--- src/rtl/mux_arbiter.sv ---
// Two-requester round-robin arbiter with a starvation hold limit that drives a
// shared registered output from the current owner's data.
module mux_arbiter #(
   parameter int WIDTH    = 16,
   parameter int MAX_HOLD = 8
) (
   input  logic             clk,
   input  logic             reset,
   input  logic             req_a,
   input  logic [WIDTH-1:0] a_data,
   input  logic             req_b,
   input  logic [WIDTH-1:0] b_data,
   output logic             grant_a,
   output logic             grant_b,
   output logic             sel,
   output logic [WIDTH-1:0] out,
   output logic             out_valid
);

   typedef enum logic [1:0] {
      IDLE    = 2'd0,
      GRANT_A = 2'd1,
      GRANT_B = 2'd2
   } state_t;

   localparam logic [7:0] HOLD_LAST = 8'(MAX_HOLD - 1);

   state_t     state, next_state;
   logic       last_owner_b;
   logic [7:0] hold_cnt;
   logic       entry;

   always_comb begin
      next_state = state;
      case (state)
         IDLE: begin
            if (req_a && req_b)
               next_state = last_owner_b ? GRANT_A : GRANT_B;
            else if (req_a)
               next_state = GRANT_A;
            else if (req_b)
               next_state = GRANT_B;
         end
         GRANT_A: begin
            if (!req_a)
               next_state = req_b ? GRANT_B : IDLE;
            else if (req_b && hold_cnt == HOLD_LAST)
               next_state = GRANT_B;
         end
         GRANT_B: begin
            if (!req_b)
               next_state = req_a ? GRANT_A : IDLE;
            else if (req_a && hold_cnt == HOLD_LAST)
               next_state = GRANT_A;
         end
         default: next_state = IDLE;
      endcase
   end

   assign entry = (next_state != IDLE) && (next_state != state);

   // sel and last_owner only change when a grant is newly taken, so sel holds through IDLE
   always_ff @(posedge clk or posedge reset) begin
      if (reset) begin
         state        <= IDLE;
         last_owner_b <= 1'b1;
         hold_cnt     <= '0;
         sel          <= 1'b0;
      end else begin
         state <= next_state;
         if (entry) begin
            hold_cnt     <= '0;
            last_owner_b <= (next_state == GRANT_B);
            sel          <= (next_state == GRANT_B);
         end else if (state != IDLE && hold_cnt != HOLD_LAST) begin
            hold_cnt <= hold_cnt + 8'd1;
         end
      end
   end

   always_ff @(posedge clk or posedge reset) begin
      if (reset) begin
         out       <= '0;
         out_valid <= 1'b0;
      end else begin
         out_valid <= 1'b0;
         if (state == GRANT_A && req_a) begin
            out       <= a_data;
            out_valid <= 1'b1;
         end else if (state == GRANT_B && req_b) begin
            out       <= b_data;
            out_valid <= 1'b1;
         end
      end
   end

   assign grant_a = (state == GRANT_A);
   assign grant_b = (state == GRANT_B);

endmodule

--- config.mk ---
export PLATFORM = sky130hd
export DESIGN_NAME = mux_arbiter
export DESIGN_NICKNAME = d
export VERILOG_FILES = /design/src/rtl/mux_arbiter.sv
export SDC_FILE = /design/constraint.sdc
export NUM_CORES = 1
export LEC_CHECK = 0
export CAP_MARGIN = 20
export CORE_UTILIZATION = 39
export CTS_CLUSTER_DIAMETER = 80
export CTS_CLUSTER_SIZE = 12
export DETAILED_ROUTE_END_ITERATION = 8
export GPL_TIMING_DRIVEN = 0
export PLACE_DENSITY = 0.75
export REMOVE_ABC_BUFFERS = 1
export SYNTH_ARGS = -nofsm -noshare
export SYNTH_HDL_FRONTEND = slang
export SYNTH_SLANG_ARGS = --single-unit
--- constraint.sdc ---
create_clock -name clk -period 1.57 [get_ports clk]
set_input_delay 0.157 -clock clk [delete_from_list [all_inputs] [get_ports clk]]
set_output_delay 0.157 -clock clk [all_outputs]
set_load 0.005 [all_outputs]
==> impl_metrics.yaml <==
worst_setup_path:
  timing.rr.start: "hold_cnt[1]"
  r2r-end: "state[1]"
  crit_fanout: 5
  cp-startpoint: "hold_cnt[1]"
  critPathLaunchType: "register"
  endpoint: "state[1]"
  crit_required_ns: 1.74
  worstPathArrival_ns: 1.75
  critical_path_class: "register to register"
  r2r_slack_ns: -0.01
  end_kind: "register"
  ff2ff_path_depth: 6
cells_and_area:
  fin_util: 0.641
  drive_above_1_share: 0.184
  seq_area_um2: 732
  multi_input_area_um2: 786
  areaGrowthSynthToFinish_pct: 58.0
  nFillCells: 317
  nets: 270
  antenna_cells: 0
outcome:
  status: "finished with violations"
  violations: "negative setup slack"
grt:
  grt_antenna_before_repair: 0
  first_global_vias: 1315
  grt_pass1_wl_mm: 6.15
  grt-ovfl-total: 0
  grt_util_all_layers: 0.203
  grt_max_degree: 31
clocking:
  cts_hold_buf: 0
  tritoncts: "built"
  clkLatencyLatePin_ns: 0.28
  path_clk_slew_ns: 0.06
  clk_path_buf_depth: 2
  cts_root_buffer: "clkbuf_8"
  cts_max_level: 2
  clock_sinks: 29
  numCtsBuffers: 5
yosys:
  synthesis.instances: 165
  yosysWarningCount: 0
  synth_edf_count: 0
  synth-seq-cells: 29
  synthArstFlopShare: 1.00
  syn-cell-area_mm2: 0.00149
  synthFlopType: "dfrtp_1"
  ys_types: 39
  seq_area_frac_synth: 0.489
  synth_area_per_cell_um2: 9.01
floorplanning:
  rows: 22
  die-height_um: 63.7
  die_w_um: 63.7
  die-area_mm2: 0.00406
  start_util: 0.406
  core_mm2: 0.00366
  ios: 56
sta:
  clock_skew_ns: 0.00327
  setup_violations: 7
  timing.fmax_mhz: 631
  slew_headroom: 0.582
  rsz0062_at_grt: "yes"
  hold_viol: 0
  layout_setup_ws_ns: -0.0138
  post-route-min-period_ns: 1.58
  fin_setup_tns_ns: -0.0504
  timing.final.max_slew_violations: 0
  worstMarginPinSlew_ns: 0.626
  period_share: 1.01
power_and_ir_drop:
  power.leakage_nw: 1.04
  ir_drop_mv: 0.675
  power_density_mw_per_mm2: 1330
drt:
  wl_mm: 3.85
  drc: 0
  drtIter0Drc: 127
  via_per_inst: 5.09
  ant_nets: 0
  dr_total_vias: 1435
  routedWlPerCell_um: 13.6
  first_pass_iters: 4
placed_design:
  routabilityCongestion: 0.787
  port_buffers: 55
  pre_cts_ws_ns: -0.427
  dp_hpwl_mm: 2.40
hold_path:
  hp-class: "input port to async pin"
flow_run:
  maxCapViolations: 0
==> layout by cell type (no fill, tap or decap), types with 2 or more instances in the layout <==
| cell | n |
|---|---|
| a31oi_1 | 14 |
| clkdlybuf4s50_1 | 53 |
| a21o_1 | 2 |
| xor2_1 | 4 |
| a22oi_1 | 3 |
| buf_4 | 13 |
| nand4_1 | 4 |
| nand2_2 | 3 |
| dlymetal6s2s_1 | 2 |
| nor2_1 | 22 |
| nor2b_4 | 2 |
| a21oi_1 | 4 |
| clkbuf_8 | 5 |
| nand3_1 | 4 |
| nand2_1 | 35 |
| dfrtp_2 | 4 |
| dfrtp_1 | 24 |
| o21ai_0 | 2 |
| clkinv_2 | 2 |
| nand2b_1 | 2 |
| inv_1 | 2 |
==> cell usage after synthesis, types with 2 or more instances <==
| cell | instances | share of area |
|---|---|---|
| a21o_1 | 2 | 0.010 |
| a21oi_1 | 4 | 0.013 |
| buf_4 | 2 | 0.010 |
| a31oi_1 | 15 | 0.063 |
| nor2b_1 | 3 | 0.013 |
| a22oi_1 | 3 | 0.015 |
| nor2_1 | 23 | 0.058 |
| nand2_1 | 38 | 0.096 |
| o21ai_0 | 3 | 0.010 |
| nand3_1 | 4 | 0.013 |
| nand4_1 | 4 | 0.017 |
| xor2_1 | 4 | 0.024 |
| a211oi_1 | 2 | 0.010 |
| inv_1 | 2 | 0.0051 |
| dfrtp_1 | 28 | 0.47 |
| nand2b_1 | 2 | 0.0084 |
| clkbuf_1 | 3 | 0.0076 |
| buf_6 | 2 | 0.015 |
==> worst max-delay path, cell delays in order, from the launching register on <==
cell and delay, ns:
dfrtp_2 0.44, ha_4 0.19, nor3b_4 0.15, buf_4 0.17
a31oi_1 0.16, nor2b_1 0.07, a311oi_1 0.28
==> report_power, final <==
part | leakage, nW | internal (mW) | switching (mW) | total (mW)
Sequential | 0.352 | 1.02 | 0.169 | 1.19
Combinational | 0.642 | 0.810 | 0.538 | 1.35
Clock | 0.0450 | 0.306 | 0.281 | 0.587
Total | 1.04 | 2.13 | 0.989 | 3.12
==> timing repair <==
item                                    4_1_cts  5_1_grt
pin swaps                                     2       12
setup buffers                                 9        4
cloned                                        0        0
resized for setup                            10       16
endpoints found under the setup margin       31       23
==> per-layer routing <==
layer	share of wire	routed length, µm	GRT usage
met3	0.042	163	0.0393
met4	0.023	88	0.128
met1	0.45	1740	0.262
met2	0.48	1850	0.313
met5	0	0	0
==> cell families after synthesis <==
logic type / after synthesis / synth area share
AND/OR/NAND/NOR: 84 / 0.267
AO/OA/AOI/OAI: 36 / 0.164
flip-flops: 29 / 0.489
buffers and inverters: 10 / 0.0412
XOR/XNOR: 4 / 0.0236
multiplexers: 1 / 0.00673
adder cells (fa/ha/maj): 1 / 0.00842
==> through the flow <==
stage | hold WS [ns] | area [µm²] | power [mW] | instances
finish | 0.257 | 2350 | 3.12 | 282
global route | 0.330 | 2350 | 3.36 | 282
CTS | 0.277 | 2260 | 3.05 | 279
detailed placement | 0.470 | 2080 | 2.33 | 262
global placement | 0.465 | 2040 | 2.29 | 260
floorplan | 0.234 | 1430 | 1.66 | 157
==> worst min path at each step <==
stage | endpoint | slack, ns | cells after the start
finish | hold_cnt[7] | 0.26 | 2
detailed placement | sel | 0.47 | 1
floorplan | hold_cnt[0] | 0.23 | 1
global route | hold_cnt[0] | 0.33 | 2
global placement | sel | 0.47 | 1
CTS | hold_cnt[7] | 0.28 | 2
==> area by class of cell <==
class                      count  area share
multi-input combinational    126       0.335
sequential                    29       0.312
timing repair buffer          69       0.290
clock buffer                   6      0.0309
tap                           48      0.0256
clock inverter                 2     0.00426
inverter                       2     0.00320
==> flip-flops by register name (all words and copies together) (netlist names) <==
name / cells
sel: 1
out: 16
last_owner_b: 1
state: 2
out_valid: 1
hold_cnt: 8
Power figures use the tool's default switching activity.
